--- config.mk ---
export PLATFORM = sky130hd
export DESIGN_NAME = sm_result_buffer_flat
export DESIGN_NICKNAME = d
export VERILOG_FILES = /design/src/rtl/sm_result_buffer_if.sv /design/src/rtl/sm_result_buffer.sv /design/src/flat_wrapper.sv
export SDC_FILE = /design/constraint.sdc
export NUM_CORES = 1
export LEC_CHECK = 0
export CAP_MARGIN = 15
export CORE_MARGIN = 2
export CORE_UTILIZATION = 35
export DETAILED_ROUTE_END_ITERATION = 7
export PLACE_DENSITY_LB_ADDON = 0.12
export SYNTH_ARGS = -nofsm -noshare
export SYNTH_HDL_FRONTEND = slang
export SYNTH_SLANG_ARGS = --single-unit
--- constraint.sdc ---
create_clock -name clk -period 10.2 [get_ports clk]
set_input_delay 2.55 -clock clk [delete_from_list [all_inputs] [get_ports clk]]
set_output_delay 2.55 -clock clk [all_outputs]
set_load 0.03 [all_outputs]
--- src/rtl/sm_result_buffer_if.sv ---
// Result-beat bus between the SM core, the buffer and its consumer.
// slave = buffer view; master = producer/consumer (testbench) view.
interface sm_result_buffer_if;
  logic        d_valid;
  logic [19:0] out_data;
  logic [2:0]  err_code;
  logic [9:0]  pc;
  logic        fin;
  logic        o_valid;
  logic        o_ready;
  logic [19:0] o_data;
  logic [2:0]  o_err;
  logic [9:0]  o_pc;

  modport slave (
    input  d_valid, out_data, err_code, pc, fin, o_ready,
    output o_valid, o_data, o_err, o_pc
  );

  modport master (
    output d_valid, out_data, err_code, pc, fin, o_ready,
    input  o_valid, o_data, o_err, o_pc
  );
endinterface

--- src/rtl/sm_result_buffer.sv ---
// SM result FIFO: one-cycle write latency, valid/ready drain, RUN->DRAIN->DONE after fin.
// Full without pop drops the beat (sticky overflow); SM_RESULT_ERRCNT_EN enables err_cnt.
module sm_result_buffer #(
  parameter int DEPTH = 8,
  parameter int AW    = 3
) (
  input  logic              clk,
  input  logic              rst_n,
  sm_result_buffer_if.slave bus,
  output logic [AW:0]       count,
  output logic              full,
  output logic              overflow,
  output logic [9:0]        res_cnt,
  output logic [9:0]        err_cnt,
  output logic              done
);

  typedef struct packed {
    logic [19:0] data;
    logic [2:0]  err;
    logic [9:0]  pc;
  } beat_t;

  typedef enum logic [1:0] {ST_RUN, ST_DRAIN, ST_DONE} state_t;

  localparam logic [AW:0]   DEPTH_C = DEPTH[AW:0];
  localparam logic [AW:0]   CNT_ONE = 1;
  localparam logic [AW-1:0] PTR_ONE = 1;

  beat_t         mem [DEPTH];
  beat_t         head;
  logic [AW-1:0] wr_ptr, rd_ptr;
  logic [AW:0]   count_nxt;
  state_t        state, state_nxt;
  logic          empty, push, pop, accept;

  assign empty  = (count == '0);
  assign full   = (count == DEPTH_C);
  assign done   = (state == ST_DONE);
  assign push   = bus.d_valid & (state == ST_RUN);
  assign pop    = bus.o_valid & bus.o_ready;
  // A full FIFO still takes a beat when the head leaves in the same cycle.
  assign accept = push & (~full | pop);

  assign bus.o_valid = ~empty & (state != ST_DONE);
  assign head        = empty ? '0 : mem[rd_ptr];
  assign bus.o_data  = head.data;
  assign bus.o_err   = head.err;
  assign bus.o_pc    = head.pc;

  always_comb begin
    count_nxt = count;
    case ({accept, pop})
      2'b10:   count_nxt = count + CNT_ONE;
      2'b01:   count_nxt = count - CNT_ONE;
      default: count_nxt = count;
    endcase
  end

  always_comb begin
    state_nxt = state;
    case (state)
      ST_RUN:   if (bus.fin) state_nxt = ST_DRAIN;
      ST_DRAIN: if (count_nxt == '0) state_nxt = ST_DONE;
      ST_DONE:  state_nxt = ST_DONE;
      default:  state_nxt = ST_RUN;
    endcase
  end

  always_ff @(posedge clk) begin
    if (accept) mem[wr_ptr] <= '{data: bus.out_data, err: bus.err_code, pc: bus.pc};
  end

  always_ff @(posedge clk or negedge rst_n) begin
    if (!rst_n) begin
      state    <= ST_RUN;
      wr_ptr   <= '0;
      rd_ptr   <= '0;
      count    <= '0;
      overflow <= 1'b0;
      res_cnt  <= '0;
    end else begin
      state <= state_nxt;
      count <= count_nxt;
      if (accept) wr_ptr <= wr_ptr + PTR_ONE;
      if (pop)    rd_ptr <= rd_ptr + PTR_ONE;
      if (push & full & ~pop) overflow <= 1'b1;
      if (accept && res_cnt != 10'd1023) res_cnt <= res_cnt + 10'd1;
    end
  end

`ifdef SM_RESULT_ERRCNT_EN
  always_ff @(posedge clk or negedge rst_n) begin
    if (!rst_n) begin
      err_cnt <= '0;
    end else if (accept && bus.err_code != 3'd0 && err_cnt != 10'd1023) begin
      err_cnt <= err_cnt + 10'd1;
    end
  end
`else
  assign err_cnt = 10'd0;
`endif

endmodule

--- src/flat_wrapper.sv ---
// flat-port wrapper written by rule: the top's interface ports become plain ports
module sm_result_buffer_flat 
#(
  parameter int DEPTH = 8,
  parameter int AW    = 3
)
  (clk, rst_n, count, full, overflow, res_cnt, err_cnt, done, bus_d_valid, bus_out_data, bus_err_code, bus_pc, bus_fin, bus_o_ready, bus_o_valid, bus_o_data, bus_o_err, bus_o_pc);
  sm_result_buffer_if bus_i ();
  input  logic clk;
  input  logic rst_n;
  output logic [AW:0] count;
  output logic full;
  output logic overflow;
  output logic [9:0] res_cnt;
  output logic [9:0] err_cnt;
  output logic done;
  input wire logic [$bits(bus_i.d_valid)-1:0] bus_d_valid;
  input wire logic [$bits(bus_i.out_data)-1:0] bus_out_data;
  input wire logic [$bits(bus_i.err_code)-1:0] bus_err_code;
  input wire logic [$bits(bus_i.pc)-1:0] bus_pc;
  input wire logic [$bits(bus_i.fin)-1:0] bus_fin;
  input wire logic [$bits(bus_i.o_ready)-1:0] bus_o_ready;
  output wire logic [$bits(bus_i.o_valid)-1:0] bus_o_valid;
  output wire logic [$bits(bus_i.o_data)-1:0] bus_o_data;
  output wire logic [$bits(bus_i.o_err)-1:0] bus_o_err;
  output wire logic [$bits(bus_i.o_pc)-1:0] bus_o_pc;
  assign bus_i.d_valid = bus_d_valid;
  assign bus_i.out_data = bus_out_data;
  assign bus_i.err_code = bus_err_code;
  assign bus_i.pc = bus_pc;
  assign bus_i.fin = bus_fin;
  assign bus_i.o_ready = bus_o_ready;
  assign bus_o_valid = bus_i.o_valid;
  assign bus_o_data = bus_i.o_data;
  assign bus_o_err = bus_i.o_err;
  assign bus_o_pc = bus_i.o_pc;
  sm_result_buffer #(.DEPTH(DEPTH), .AW(AW)) u_core (.clk(clk), .rst_n(rst_n), .bus(bus_i), .count(count), .full(full), .overflow(overflow), .res_cnt(res_cnt), .err_cnt(err_cnt), .done(done));
endmodule
---- Word level (Yosys, flattened, before mapping) ----
Memories as Yosys holds them, arrays and structs flattened.
Cells that the tools add are included.
word-level totals
  register bits ........................... 23
  RAM bits ................................ 264
  input bits .............................. 38
  output and inout port bits .............. 61
  word-level logic and storage cells ...... 43
  memories ................................ 1
cells by class
  add/sub/neg operators ................... 5
  equal/unequal tests ..................... 9
  mux-type cells .......................... 7
  bitwise logic cells ..................... 10
  reductions and logical operators ........ 5
memory list
  name        depth  width  read ports  clocked after memory_dff  wr ports  line                    text
  u_core.mem  8      33     1           0                         1         sm_result_buffer.sv:30  beat_t mem [DEPTH];
operators with widths
  cell                                                                 count
  33-bit two-way mux                                                   1
  10-bit by 1-bit adder with 10-bit output (second input constant)     1
  10-bit != test (second input constant)                               1
  4-bit logical NOT                                                    2
  4-bit case mux with 2 select lines                                   1
  3-bit by 1-bit adder with 3-bit output (second input constant)       2
  1-bit bitwise AND                                                    6
  2-bit case mux with 3 select lines                                   1
  4-bit by 1-bit adder with 4-bit output (second input constant)       1
  2-bit by 1-bit == test with 1-bit output (second input constant)     2
  2-bit == test (second input constant)                                2
  4-bit == test (second input constant)                                1
  2-bit two-way mux                                                    2
  2-bit != test (second input constant)                                2
  4-bit by 1-bit subtractor with 4-bit output (second input constant)  1
  1-bit inverter                                                       3
  2-bit logical NOT                                                    1
  1-bit two-way mux                                                    2
  2-bit by 1-bit != test with 1-bit output (second input constant)     1
  2-bit AND reduction                                                  1
  1-bit logical AND                                                    1
  1-bit bitwise OR                                                     1

---- Logic depth before layout (Yosys ltp) ----
Gate-level depths: netlist of run 1.
  depth in word-level cells ............... 11
  depth in mapped cells ................... 12
  gate-level depth less buffers ........... 12

---- Worst setup path before layout of run 1 ----
OpenSTA, ideal clock, no wires.
  path kind ............................... input port to flip-flop
  start point ............................. input port bus_d_valid
  end point ............................... memory u_core.mem[0][0] in the netlist's numbering, enable pin
  setup time .............................. 464 ps
  arrival time ............................ 5500 ps
  required time ........................... 9736 ps
  path slack .............................. 4236 ps
  stages on the path ...................... 4
  path buffers ............................ 0
  cells stage by stage .................... nand2_1 > a21oi_1 > nand2b_1 > nor3_1
on the way
  word-level cells in the longest chain between the ends .. 4
ends and longest elaborated chain
  what                                     line                    text
  from (decl)                              flat_wrapper.sv:17      input wire logic [$bits(bus_i.d_valid)-1:0] bus_d_valid;
  1-bit bitwise AND                        sm_result_buffer.sv:40  assign push = bus.d_valid & (state == ST_RUN);
  1-bit bitwise AND                        sm_result_buffer.sv:43  assign accept = push & (~full | pop);
  1-bit two-way mux                        sm_result_buffer.sv:71  if (accept) mem[wr_ptr] <= '{data: bus.out_data, err: bus.err_code, pc: bus.pc};
  1-bit two-way mux (implied by the code)  sm_result_buffer.sv:71
  to (decl)                                sm_result_buffer.sv:30
Every way passes these cells.

---- Worst setup path after layout of run 1 ----
  start point ............................. register u_core.rd_ptr[0]
  end point ............................... output port bus_o_data[11]
on the way
  word-level cells in the longest chain between the ends .. 2
ends and longest elaborated chain
  what                    line                    text
  from (decl)             sm_result_buffer.sv:32  logic [AW-1:0] wr_ptr, rd_ptr;
  from (signal assigned)  sm_result_buffer.sv:86  if (pop) rd_ptr <= rd_ptr + PTR_ONE;
  memory read 8 x 33 bit  -
  33-bit two-way mux      sm_result_buffer.sv:46  assign head = empty ? '0 : mem[rd_ptr];
  to (decl)               flat_wrapper.sv:24      output wire logic [$bits(bus_i.o_data)-1:0] bus_o_data;
Every way passes these cells.

==> results by group, run 1 <==
STA
  – Final Critical Period: ~6.3 ns
  – Slew Viols, Final: 0
  – Slew headroom: 0.284
  – Setup TNS: 0 ns
  – # setup viols final: 0
  – Worst hold margin: 0.489 ns
  – Slew @ Worst Pin: roughly 1.1 ns
  – Final worst path period share: 0.618
  – Max Fclk: about 0.16 GHz
  – Final hold vios: 0
  – Fin Clk Skew: about 0.012 ns
  – Unrepaired setup endpoints after global routing: false

Routing
  – DRC: 0
  – Initial DRT Pass Iterations: 5
  – Number of vias per cell: ~5
  – WL/cell: 21.4 um
  – Total number of vias: around 5,400
  – DR iter-0 viols: 285
  – Routed wire length: between 20,000 and 25,000 um
  – Remaining antenna violation count: 0

Clock tree
  – CTS tree: done
  – Post-CTS Resized: 0
  – Clock buffer depth: 3
  – Clk Tree Root Cell: clkbuf_16
  – CTS sink cnt: around 290
  – H-tree depth: 1
  – CTS buffer count: 30
  – CTS Hold Bufs: 0
  – Number of post-CTS setup repair buffers: 0
  – Worst-path clk slew: 0.06 ns
  – Clk_lat worst skew: between 0.5 and 0.6 ns

Logic synthesis
  – Dominant cell type by area after synthesis: edfxtp_1
  – Post-Syn Area: between 10,000 and 15,000 um2
  – Mapped Cells: between 500 and 600
  – Post-synth EDFFs: 264
  – YS warnings: 0
  – Yosys reg bits: ~290
  – Synth unique cells: around 40
  – Top post-synthesis cells by area: edfxtp_1, mux4_2, dfrtp_1
  – Post-Syn Area per Cell: between 20 and 25 um2
  – Ys async rst share: 0.0801
  – Share of the synthesized area in the top cell type: 0.699
  – Seq/Total Area, Yosys: 0.750
  – Ys flop type: edfxtp_1

Layout
  – Commonest cells after routing, fill and taps aside: edfxtp_1, clkdlybuf4s50_1, mux4_2, nor2_1, mux2i_1
  – Area delta synth->final: 20.7%
  – Final Cell Area: 13,700 um2
  – Commonest non-fill, non-tap cell in the layout: edfxtp_1
  – Fillcell total: 2,773
  – Antenna Cells: 0
  – Post-Route Utilization: 0.431
  – Layout cell share with drive strength beyond 1: 0.200
  – Final nets: between 700 and 800

Hold path
  – Worst Hold Class: flip-flop to flip-flop

Pwr
  – Worst VDD drop: approximately 170 uV
  – Pwr/cell area: 293 nW/um2
  – Pleak: around 0.0045 uW

Floorplan
  – Top Ports: between 90 and 100
  – Site Rows: 65
  – Initial Utilization: 0.357
  – Die span in x: about 180 um
  – Core Area: 31,700 um2
  – Die height: between 150 and 200 um
  – Die ar.: approximately 34,000 um2

GRT
  – Largest net degree at the start of global routing: just under 70
  – Initial antenna violation count: 1
  – Number of global-route vias before repair: about 5,800
  – Global Route Usage Sum: 0.140
  – Global-route wire length before repair: 35,500 um
  – Grt ovf: 0

Status
  – Status: complete, no violations

Setup path
  – Crit-path slowest cell: dfrtp_4
  – Arr. time, crit path: 3.76 ns
  – CP endpoint kind: output pin
  – CP max stage delay: 0.96 ns
  – Critical path class: flip-flop to output pin
  – CP Cell Sequence: buf_4 > mux4_2 > mux2i_1 > nor2_1 > clkdlybuf4s50_1
  – CP max FO: 39
  – Worst setup SP type: flip-flop
  – Critical path required time: roughly 7.7 ns

Placement
  – Routability Congestion: between 0.7 and 0.8
  – Port buffer count: ~90
  – Post-placement cell area: roughly 13,000 um2
  – Dpl hpwl: approximately 13,000 um

Job
  – Max Cap Viol: 0
## cells in the mapped netlist, drive strengths merged (2+ instances only)
| cell type | number |
|---|---|
| edfxtp | 264 |
| mux4 | 66 |
| nor2 | 44 |
| mux2i | 34 |
| dfrtp | 23 |
| buf | 20 |
| clkbuf | 16 |
| nand2 | 12 |
| xnor2 | 11 |
| ha | 8 |
| mux2 | 7 |
| nand2b | 4 |
| xor2 | 4 |
| a21oi | 3 |
| and3 | 3 |
| nor2b | 3 |
| nor3 | 3 |
| o21ai | 3 |
| and4 | 2 |
| inv | 2 |
| nand3 | 2 |
| nand4 | 2 |
| nor4 | 2 |
## registers in the layout (all words and copies together), names as in the netlist
name,count
u_core.mem,264
u_core.overflow,1
u_core.res_cnt,10
u_core.rd_ptr,3
u_core.state,2
u_core.count,4
u_core.wr_ptr,3
## metal layers
layer  part of all wire  track usage
met1               0.44        0.188
met2               0.49        0.238
met3              0.048       0.0267
met4              0.019       0.0294
met5            0.00047            0
## worst max-delay path, delay by kind of cell, from the launching register on
kind / cells / cell delay (ns)
flip-flops: 1 / 0.96
multiplexers: 2 / 0.87
buffers and inverters: 2 / 1.26
AND/OR/NAND/NOR: 1 / 0.09
## report_power, final
part	total [uW]	leakage (uW)	internal [uW]	switching [uW]
sequential	1590	0.00267	1410	187
clock	1040	0.000450	604	432
combinational	1380	0.00140	649	730
## path summary, 6_finish.rpt
kind	start	endpoint	slack [ns]	cells past startpoint
worst max-delay path	u_core.rd_ptr[0]	bus_o_data[11]	3.89	5
worst min-delay path	u_core.overflow	u_core.overflow	0.49	1
worst max register to register	u_core.state[0]	u_core.mem[1][1]	6.73	7
worst min register to register	u_core.overflow	u_core.overflow	0.49	1
max in group asynchronous	rst_n	u_core.rd_ptr[0]	7.53	2
min in group asynchronous	rst_n	u_core.count[0]	2.24	1
## cells by family after synthesis
family	Yosys count	synth area share
AOI/OAI and AO/OA	14	0.00883
xor gates and xnor gates	15	0.0116
adders and majority gates	8	0.00883
buffers and inverters	38	0.0171
DFF	287	0.750
muxes	107	0.168
other	1	0.000331
and+or+nand+nor	80	0.0349
## per-stage QoR
stage / power, uW / setup WS [ns] / std cells
final: 4010 / 3.89 / 1081
after global routing: 4230 / 3.60 / 1081
after CTS: 4080 / 3.74 / 1080
after detailed placement: 3030 / 4.33 / 1024
after global placement: 3020 / 4.33 / 1024
after floorplan: 2490 / 4.24 / 559
## final cells by class
class                           count  area, um2  area share
Timing Repair Buffer              100        988      0.0723
Tap cell                          402        503      0.0368
Clock buffer                       38        802      0.0586
Sequential cell                   287       8510       0.622
Inverter                            2       7.51    0.000549
Multi-Input combinational cell    234       2730       0.199
Clock inverter                     18        141      0.0103
(Power assumes the default switching activity.)
==> run 2: changes to the inputs <==
==> constraint.sdc (replaced) <==
create_clock -name clk -period 5.5 [get_ports clk]
set_input_delay 1.375 -clock clk [delete_from_list [all_inputs] [get_ports clk]]
set_output_delay 1.375 -clock clk [all_outputs]
set_load 0.03 [all_outputs]
==> run 2 against run 1 <==
Against the previous run:
- first-iteration DRC count grew 42%
- sequential power is 82% higher
- via count rose by 1.7%
- critical path depth unchanged
- non-clock buffer count up 6
- clock power rose by 94%
- cell area increased by 1.1%
- sequential share of layout area down 0.65 points
==> results by group, run 2 (synthesis gave the netlist of run 1 again) <==
STA
  – Final worst path period share: 0.843
  – # setup viols final: 0
  – Final hold vios: 0
  – Final Critical Period: 4.63 ns
  – Max Fclk: between 0.2 and 0.25 GHz
  – Slew @ Worst Pin: 1.02 ns
  – Fin Clk Skew: roughly 0.022 ns
  – Slew Viols, Final: 0
  – Slew headroom: 0.312
  – Setup TNS: 0 ns
  – Unrepaired setup endpoints after global routing: false

Floorplan
  – Die span in x: about 180 um
  – Top Ports: a little under 100
  – Core Area: between 30,000 and 40,000 um2
  – Die ar.: between 30,000 and 40,000 um2
  – Die height: between 150 and 200 um
  – Initial Utilization: 0.357
  – Site Rows: 65

Layout
  – Biggest regs: u_core.mem: 264 flops, u_core.res_cnt: 10 flops, u_core.count: 4 flops
  – Antenna Cells: 0
  – Layout cell share with drive strength beyond 1: 0.209
  – Max reg flops: approximately 260
  – Post-Route Utilization: 0.436
  – Commonest non-fill, non-tap cell in the layout: edfxtp_1
  – Commonest cells after routing, fill and taps aside: edfxtp_1, clkdlybuf4s50_1, mux4_2, nor2_1, mux2i_1
  – Fillcell total: about 2,800
  – Area delta synth->final: 22.0%
  – Most flops, register: u_core.mem
  – Final nets: 707

Routing
  – Total number of vias: ~5,500
  – DRC: 0
  – Initial DRT Pass Iterations: 4
  – WL/cell: about 22 um
  – Number of vias per cell: ~5
  – DR iter-0 viols: 404
  – Remaining antenna violation count: 0
  – Routed wire length: approximately 24,000 um

Hold path
  – Min-delay src: u_core.overflow
  – Worst Hold Class: flip-flop to flip-flop

Clock tree
  – Clk_lat worst skew: ~0.56 ns
  – CTS Hold Bufs: 0
  – Number of post-CTS setup repair buffers: 0
  – CTS buffer count: 30
  – Clk Tree Root Cell: clkbuf_16
  – CTS sink cnt: 287
  – CTS tree: done
  – H-tree depth: 1
  – Worst-path clk slew: about 0.06 ns
  – Post-CTS Resized: 0
  – Clock buffer depth: 3

Setup path
  – Critical path required time: about 4 ns
  – Reg2reg start: u_core.count[1]
  – Critical path origin: u_core.rd_ptr[0]
  – Critical path class: flip-flop to output pin
  – CP max FO: 25
  – CP Cell Sequence: buf_4 > mux4_2 > mux2i_1 > nor2_1 > clkdlybuf4s50_1
  – Arr. time, crit path: about 3.3 ns
  – Worst setup SP type: flip-flop
  – CP max stage delay: approximately 0.75 ns
  – CP endpoint kind: output pin
  – Crit-path slowest cell: dfrtp_4

GRT
  – Global-route wire length before repair: roughly 35,000 um
  – Number of global-route vias before repair: 5,815
  – Global Route Usage Sum: 0.141
  – Largest net degree at the start of global routing: 39
  – Grt ovf: 0
  – Initial antenna violation count: 0

Job
  – Max Cap Viol: 0

Pwr
  – Pwr/cell area: around 550 nW/um2
  – Pleak: 0.00459 uW
  – Worst VDD drop: 282 uV

Status
  – Status: complete, no violations

Placement
  – Routability Congestion: ~0.7
  – Port buffer count: 88
  – Dpl hpwl: 13,800 um
[run 2: cell type report]
class                           count  area (um2)  share of cell area
Timing Repair Buffer              106        1070              0.0777
Clock inverter                     20         233              0.0168
Tap cell                          402         503              0.0364
Clock buffer                       35         769              0.0557
Multi-Input combinational cell    234        2730               0.197
Inverter                            2        7.51            0.000543
Sequential cell                   287        8510               0.616
[run 2: through the flow]
step	worst slack [ns]	hold slack [ns]	area (um2)	cells	power, uW
final	0.865	0.461	13800	1086	7580
after global routing	0.627	0.498	13800	1086	7960
after detailed placement	1.04	0.453	12800	1030	5660
after global placement	1.07	0.442	12800	1030	5640
after floorplan	0.711	0.480	11400	559	4620
after CTS	0.729	0.465	13800	1085	7710
[run 2: worst max-delay path: cells and delay by family, from the launching register on]
| kind | cells | cell delay (ns) |
|---|---|---|
| buffers and inverters | 2 | 1.09 |
| DFF | 1 | 0.75 |
| muxes | 2 | 0.77 |
| and+or+nand+nor | 1 | 0.07 |
[run 2: worst paths after layout]
check	endpoint	slack, ns	cells past startpoint
worst max-delay path	bus_o_data[15]	0.87	5
min in group asynchronous	u_core.overflow	1.08	1
worst max register to register	u_core.state[0]	2.04	10
max in group asynchronous	u_core.rd_ptr[0]	3.99	2
worst min-delay path	u_core.overflow	0.46	1
worst min register to register	u_core.overflow	0.46	1
[run 2: routing by layer]
metal  GRT usage  part of all wire  vias up
met2       0.229              0.47      137
met3      0.0236             0.049       37
met4      0.0301             0.020        0
met5           0                 0        -
li1            -                 -     2430
met1       0.200              0.46     2858
[run 2: where the power goes]
group / internal [uW] / leakage [uW] / switching, uW / total (uW)
logic: 1230 / 0.00144 / 1420 / 2650
registers: 2610 / 0.00267 / 291 / 2900
clock network: 1230 / 0.000484 / 794 / 2020
total: 5070 / 0.00459 / 2510 / 7580
==> run 3: changes to the inputs <==
==> constraint.sdc (replaced) <==
create_clock -name clk -period 4.6 [get_ports clk]
set_input_delay 1.15 -clock clk [delete_from_list [all_inputs] [get_ports clk]]
set_output_delay 1.15 -clock clk [all_outputs]
set_load 0.03 [all_outputs]
==> run 3 against run 2 <==
Against the previous run:
- worst hold slack gained 0.0085 ns
- total power grew 17%
- flip-flop and latch count is the same
- routed wire length shrank 2.5%
- largest cell class unchanged
- worst setup slack lost 0.46 ns
==> results by group, run 3 (synthesis gave the netlist of run 1 again) <==
Clock tree
  – Post-CTS Resized: 0
  – H-tree depth: 1
  – CTS buffer count: 30
  – Number of post-CTS setup repair buffers: 0
  – CTS Hold Bufs: 0
  – Clk_lat worst skew: between 0.5 and 0.6 ns
  – CTS sink cnt: ~290
  – Worst-path clk slew: roughly 0.060 ns
  – Clk Tree Root Cell: clkbuf_16
  – Clock buffer depth: 3
  – CTS tree: done

STA
  – Unrepaired setup endpoints after global routing: false
  – Fin Clk Skew: around 0.012 ns
  – Setup ws final: roughly 0.41 ns
  – Max Fclk: roughly 0.24 GHz
  – Final Critical Period: 4.19 ns
  – Setup TNS: 0 ns
  – Final worst path period share: 0.911
  – Worst hold margin: about 0.47 ns
  – # setup viols final: 0
  – Slew Viols, Final: 0
  – Slew headroom: 0.597
  – Final hold vios: 0
  – Slew @ Worst Pin: around 0.60 ns

Layout
  – Multi-input logic area: around 2700 um2
  – Antenna Cells: 0
  – Final Cell Area: roughly 14,000 um2
  – Commonest non-fill, non-tap cell in the layout: edfxtp_1
  – Max reg flops: between 200 and 300
  – Area delta synth->final: 21.2%
  – Non-filler cells, final: between 1,000 and 1,500
  – Final nets: approximately 710
  – Commonest cells after routing, fill and taps aside: edfxtp_1, clkdlybuf4s50_1, mux4_2, nor2_1, mux2i_1
  – Biggest regs: u_core.mem: 264 flops, u_core.res_cnt: 10 flops, u_core.count: 4 flops
  – Layout cell share with drive strength beyond 1: 0.209
  – FF+latch area: about 8500 um2
  – Most flops, register: u_core.mem
  – Fillcell total: between 2,000 and 3,000

Setup path
  – Worst setup SP type: flip-flop
  – Critical path class: flip-flop to output pin
  – Arr. time, crit path: slightly above 3 ns
  – CP max FO: 23
  – Critical path required time: roughly 3.5 ns
  – Reg2Reg Setup Slack: between 1 and 1.5 ns
  – CP endpoint kind: output pin

Floorplan
  – Die height: between 150 and 200 um
  – Initial Utilization: 0.357
  – Die span in x: between 150 and 200 um
  – Top Ports: 99
  – Core Area: about 32,000 um2
  – Die ar.: 33,800 um2
  – Site Rows: 65

Pwr
  – Pwr/cell area: between 600 and 700 nW/um2
  – Pleak: about 0.0046 uW
  – Worst VDD drop: around 300 uV

GRT
  – Number of global-route vias before repair: 5,784
  – Grt ovf: 0
  – Initial antenna violation count: 0
  – Largest net degree at the start of global routing: 37
  – Global-route wire length before repair: about 35,000 um
  – Global Route Usage Sum: 0.139

Routing
  – Number of vias per cell: between 5 and 6
  – DRT met1 WL: roughly 11,000 um
  – DRC: 0
  – Highest Signal Layer: met4
  – Remaining antenna violation count: 0
  – Total number of vias: about 5,500
  – Initial DRT Pass Iterations: 4
  – DR iter-0 viols: 324
  – Metal3 WL: between 800 and 900 um
  – WL/cell: 21.2 um
  – DR WL met2: about 11,000 um
  – Routed wire length: about 23,000 um

Hold path
  – Worst Hold Class: flip-flop to flip-flop

Placement
  – Dpl hpwl: 13,900 um
  – Routability Congestion: 0.810
  – Inst Count DP: 1,032
  – Port buffer count: 88
  – Post-placement cell area: ~13,000 um2
  – Pre-CTS setup slack: between 0.7 and 0.8 ns

Job
  – Max Cap Viol: 0

Status
  – Status: complete, no violations
[run 3: layer usage]
metal	up-vias	global-route usage
met2	122	0.226
met1	2868	0.197
li1	2427	-
met5	-	0
met4	0	0.0378
met3	40	0.0208
[run 3: worst max-delay path, stage by stage, from the launching register on]
cell             delay (ns)
dfrtp_4                0.65
buf_12                 0.27
mux4_2                 0.53
mux2i_1                0.26
nor2_1                 0.12
clkdlybuf4s50_1        0.63
[run 3: area by class of cell]
cell class | count | area share
well taps | 402 | 0.0366
clock inverters | 19 | 0.00820
inverters | 2 | 0.000547
clock buffers | 35 | 0.0560
multi-input cells | 234 | 0.198
flip-flops and latches | 287 | 0.620
repair buffers | 108 | 0.0802
[run 3: final timing paths]
path,from,to,depth (start not counted)
min reg2reg,u_core.overflow,u_core.overflow,1
max in group asynchronous,rst_n,u_core.rd_ptr[1],2
min in group asynchronous,rst_n,u_core.overflow,1
min,u_core.overflow,u_core.overflow,1
max reg2reg,u_core.count[1],u_core.state[1],11
max,u_core.rd_ptr[0],bus_o_data[16],5
[run 3: power by group]
group | leakage [uW] | total (uW) | internal [uW] | switching, uW
clock network | 0.000435 | 2160 | 1190 | 971
logic | 0.00145 | 3230 | 1490 | 1740
registers | 0.00267 | 3430 | 3120 | 311
[run 3: per-stage QoR]
stage | util | total power [uW]
floorplan | - | 5530
global route | 0.433 | 9280
detailed placement | 0.405 | 6780
CTS | 0.432 | 8980
finish | 0.433 | 8830
global placement | 0.405 | 6760
==> variant 1 (settings of run 3) <==
`AW` is set to 3 in 2 places; all go to 4.
--- a/src/rtl/sm_result_buffer.sv
+++ b/src/rtl/sm_result_buffer.sv
@@ -2,7 +2,7 @@
 // Full without pop drops the beat (sticky overflow); SM_RESULT_ERRCNT_EN enables err_cnt.
 module sm_result_buffer #(
   parameter int DEPTH = 8,
-  parameter int AW    = 3
+  parameter int AW    = 4
 ) (
   input  logic              clk,
   input  logic              rst_n,
--- a/src/flat_wrapper.sv
+++ b/src/flat_wrapper.sv
@@ -2,7 +2,7 @@
 module sm_result_buffer_flat 
 #(
   parameter int DEPTH = 8,
-  parameter int AW    = 3
+  parameter int AW    = 4
 )
   (clk, rst_n, count, full, overflow, res_cnt, err_cnt, done, bus_d_valid, bus_out_data, bus_err_code, bus_pc, bus_fin, bus_o_ready, bus_o_valid, bus_o_data, bus_o_err, bus_o_pc);
   sm_result_buffer_if bus_i ();
Interface: changed (resized count); port bits go from 99 to 100. No check against the original RTL was run, so the function may have changed too.
==> variant 1 against run 3 <==
Final area grew 3.2%. Maximum frequency shrank 2.8%. Setup slack lost 120 ps. Wire length grew 8.1%. Sequential cell count grew 1. Synthesized cell count grew 6.9%. Power grew 7.1%. Via count grew 7.3%. Area after synthesis grew 2.4%. Sequential share of layout area shrank 1.8 points. Critical endpoint is now bus_o_data[1]. Highest routed layer unchanged.
==> variant 1: results <==
export IMPL_critical_path_startpoint="u_core.rd_ptr[1]"
export IMPL_p_int_mw=6.210
export IMPL_status="finished clean"
export IMPL_drive_gt1_share_pct=21.43
export IMPL_antenna_found_initial=1
export IMPL_muxShareOfSynthArea_pct=16.22
export IMPL_hold_path_class="register to register"
export IMPL_routed_via_count=5857
export IMPL_ys_flop_type="edfxtp_1"
export IMPL_critPathMaxStageDelay_ps=1140
export IMPL_grt_pass1_vias=6156
export IMPL_worst_setup_path_type="register to primary output"
export IMPL_grtUsageTotal_pct=14.66
export IMPL_worst_slew_pin_slew_ps=1093
export IMPL_synth_compound_area_share_pct=1.908
export IMPL_place_gp_congestion=0.7760
export IMPL_synth_distinct_cells=53
export IMPL_drt_wl_total_microns=24850
export IMPL_yosysSeqAreaShare_pct=73.46
export IMPL_nets=754
export IMPL_rr_worst_depth=10
export IMPL_p_clk_share_pct=25.2
export IMPL_power_frac_seq_pct=37.2
export IMPL_hpwl_microns=14330
export IMPL_synth_xor_area_share_pct=1.207
export IMPL_ant_nets=0
export IMPL_post_cts_buffers=0
export IMPL_yosys_top_cells_count="264 x edfxtp_1, 66 x mux4_2, 49 x nor2_1"
export IMPL_io_buffers=89
export IMPL_async_flop_share_pct=8.333
export IMPL_grt_max_degree=69
export IMPL_r2r_start="u_core.count[0]"
export IMPL_crit_fanout=68
export IMPL_cp_data_arrival_time_ps=3160
export IMPL_drt_iter0_drc=456
export IMPL_netlist_top_cells_area="edfxtp_1 68%, mux4_2 13%, dfrtp_1 5.2%"
export IMPL_top_regs="u_core.mem: 264 flops, u_core.res_cnt: 10 flops, u_core.count: 5 flops"
export IMPL_grt_pass1_wl_microns=37550
export IMPL_skew_ps=23.92
export IMPL_synth_fa_ha_area_share_pct=1.250
export IMPL_leakage_nw=4.756
export IMPL_post_place_ws_ps=268.5
## variant 1: cell count changes in the layout (fill, tap and decap cells not counted), sizes merged, moves of 3 or more
cell | run 3 | this run
nor2 | 44 | 50
buf | 20 | 25
o21ai | 3 | 6
nand3 | 2 | 5
bufinv | 0 | 4
nand2 | 12 | 16
inv | 2 | 7
clkinv | 18 | 14
xor2 | 4 | 7
## variant 1: through the flow
step / hold WS (ps) / cell area, sq um / instances / total power [mW]
after floorplan: 480.5 / 11640 / 597 / 5.831
after global placement: 462.7 / 13190 / 1115 / 7.156
after detailed placement: 482.4 / 13190 / 1115 / 7.189
after CTS: 490.9 / 14170 / 1170 / 9.605
after global routing: 505.1 / 14170 / 1170 / 9.941
final: 488.3 / 14170 / 1171 / 9.459
## variant 1: worst max-delay path: cells and delay by family, from the launching register on
family,cells,cell delay (ps)
DFF,1,1140
buffers and inverters,1,720
muxes,2,460
and+or+nand+nor,1,240
## variant 1: final timing paths
kind                                    endpoint  slack (ps)
worst max register to register   u_core.state[1]         990
min in group asynchronous        u_core.count[0]         770
worst min register to register   u_core.overflow         490
max in group asynchronous       u_core.rd_ptr[0]        3280
worst min-delay path             u_core.overflow         490
worst max-delay path               bus_o_data[1]         290
## variant 1: routing by layer
| layer | vias up | wire [microns] | global-route usage (%) |
|---|---|---|---|
| met5 | - | 0 | 0 |
| met4 | 0 | 330 | 2.898 |
| met3 | 28 | 1282 | 2.348 |
| met2 | 163 | 12400 | 25.25 |
| met1 | 3093 | 10830 | 19.81 |
| li1 | 2573 | - | - |
## variant 1: layout make-up
type,count,share of cell area [%]
tap,442,3.902
timing repair buffer,114,7.963
antenna,1,0.01766
sequential,288,60.24
clock inverter,20,1.466
multi-input combinational,264,20.80
inverter,7,0.1854
clock buffer,35,5.430
==> variant 2 (settings of run 3) <==
Without the edit above. Re-encode `state_t` (3 states) as one-hot, 3 bits wide.
--- a/src/rtl/sm_result_buffer.sv
+++ b/src/rtl/sm_result_buffer.sv
@@ -21,7 +21,7 @@
     logic [9:0]  pc;
   } beat_t;
 
-  typedef enum logic [1:0] {ST_RUN, ST_DRAIN, ST_DONE} state_t;
+  typedef enum logic [2:0] {ST_RUN = 3'b001, ST_DRAIN = 3'b010, ST_DONE = 3'b100} state_t;
 
   localparam logic [AW:0]   DEPTH_C = DEPTH[AW:0];
   localparam logic [AW:0]   CNT_ONE = 1;
Function: same outputs for any inputs over 4 cycles, from zero or initial values and one cycle with rst_n low; so few cycles prove little.
==> variant 2 against run 3 <==
Die area increased by 1.1%. Wire length is 4.1% higher. Core utilization shrank 0.12 points. First-iteration DRC count grew 31%. Final area increased by 1.8%. Area after synthesis increased by 1.1%. Synthesized cell count increased by 4.7%. Combinational power grew 6%. Setup slack better by 85 ps. Power is 5.1% higher. Worst hold slack improved by 33 ps. Via count up 3.5%. Sequential power decreased by 1%. Sequential cell count increased by 1.
==> variant 2: results <==
export IMPL_status="finished clean"
export IMPL_synth_area_per_cell_sq_um=19.89
export IMPL_synth_distinct_cells=53
export IMPL_async_flop_share_pct=8.333
export IMPL_drive_gt1_share_pct=21.50
export IMPL_hpwl_microns=13600
export IMPL_worst_slew_pin_slew_ps=720.3
export IMPL_grt_max_degree=69
export IMPL_leakage_nw=4.664
export IMPL_grt_pass1_wl_microns=36060
export IMPL_place_gp_congestion=0.8177
export IMPL_drt_iter0_drc=425
export IMPL_ir_drop_mv=0.3285
export IMPL_placed_cell_area_sq_mm=0.01294
export IMPL_viasPerCell=4.916
export IMPL_grt_pass1_vias=5958
export IMPL_cts_buffers=31
export IMPL_final_cells=1149
export IMPL_drt_wl_total_microns=23950
export IMPL_netlist_top_cells_area="edfxtp_1 69%, mux4_2 13%, dfrtp_1 5.0%"
export IMPL_clkTransAtPathRegs_ps=60
export IMPL_clkLatencyLatePin_ps=550
export IMPL_yosys_top_cells_count="264 x edfxtp_1, 66 x mux4_2, 46 x nor2_1"
export IMPL_yosysSeqAreaShare_pct=74.44
export IMPL_cp_data_arrival_time_ps=2960
export IMPL_crit_fanout=68
export IMPL_skew_ps=11.09
export IMPL_fillerInstances=2875
export IMPL_grtUsageTotal_pct=14.07
variant 2: worst paths after layout:
path | to | from | cells after the start | slack (ps)
max in group asynchronous | u_core.state[0] | rst_n | 2 | 3220
worst max-delay path | bus_o_data[5] | u_core.rd_ptr[0] | 5 | 490
min in group asynchronous | u_core.count[3] | rst_n | 1 | 850
worst min register to register | u_core.overflow | u_core.overflow | 1 | 500
worst min-delay path | u_core.overflow | u_core.overflow | 1 | 500
worst max register to register | u_core.state[1] | u_core.count[1] | 10 | 1340
variant 2: through the flow:
stage | setup WS [ps] | utilization [%] | hold slack (ps)
detailed placement | 815.3 | 39.98 | 487.3
finish | 495.0 | 43.17 | 503.1
floorplan | 8.818 | - | 488.7
CTS | 388.7 | 43.13 | 501.7
global route | 303.1 | 43.17 | 522.7
global placement | 856.3 | 39.98 | 483.4
variant 2: layout make-up:
cell class / count / area [sq um] / area share (%)
Clock inverter: 19 / 217.7 / 1.558
Sequential cell: 288 / 8536 / 61.07
Clock buffer: 38 / 802.0 / 5.739
Inverter: 9 / 36.28 / 0.2596
Timing Repair Buffer: 106 / 1074 / 7.681
Multi-Input combinational cell: 247 / 2758 / 19.73
Tap cell: 442 / 553.0 / 3.957
variant 2: logic make-up after synthesis:
| family | after synthesis | share of synthesized area, % |
|---|---|---|
| flip-flops | 288 | 74.44 |
| multiplexers | 102 | 16.15 |
| AND/OR/NAND/NOR | 93 | 3.920 |
| buffers and inverters | 50 | 2.326 |
| AO/OA/AOI/OAI | 23 | 1.551 |
| XOR/XNOR | 15 | 1.147 |
| adder cells (fa/ha/maj) | 4 | 0.4368 |
| other | 1 | 0.03273 |
variant 2: per-layer routing:
layer | vias up | global-route usage, % | share of wire (%) | routed length [microns]
li1 | 2516 | - | - | -
met1 | 2986 | 19.22 | 45 | 10860
met2 | 122 | 23.70 | 49 | 11830
met3 | 25 | 2.320 | 4.0 | 947
met4 | 0 | 3.238 | 1.3 | 310
met5 | - | 0 | 0 | 0
variant 2: where the power goes:
part	leakage, nW	switching, mW	internal [mW]
Sequential	2.68	0.207	3.19
Combinational	1.49	1.91	1.50
Clock	0.496	0.969	1.51
Total	4.66	3.08	6.20
variant 2: worst max-delay path, cell delays in order, from the launching register on:
cell             delay, ps
dfrtp_4                410
buf_12                 470
mux4_2                 610
mux2i_1                180
nor2_1                  80
clkdlybuf4s50_1        620
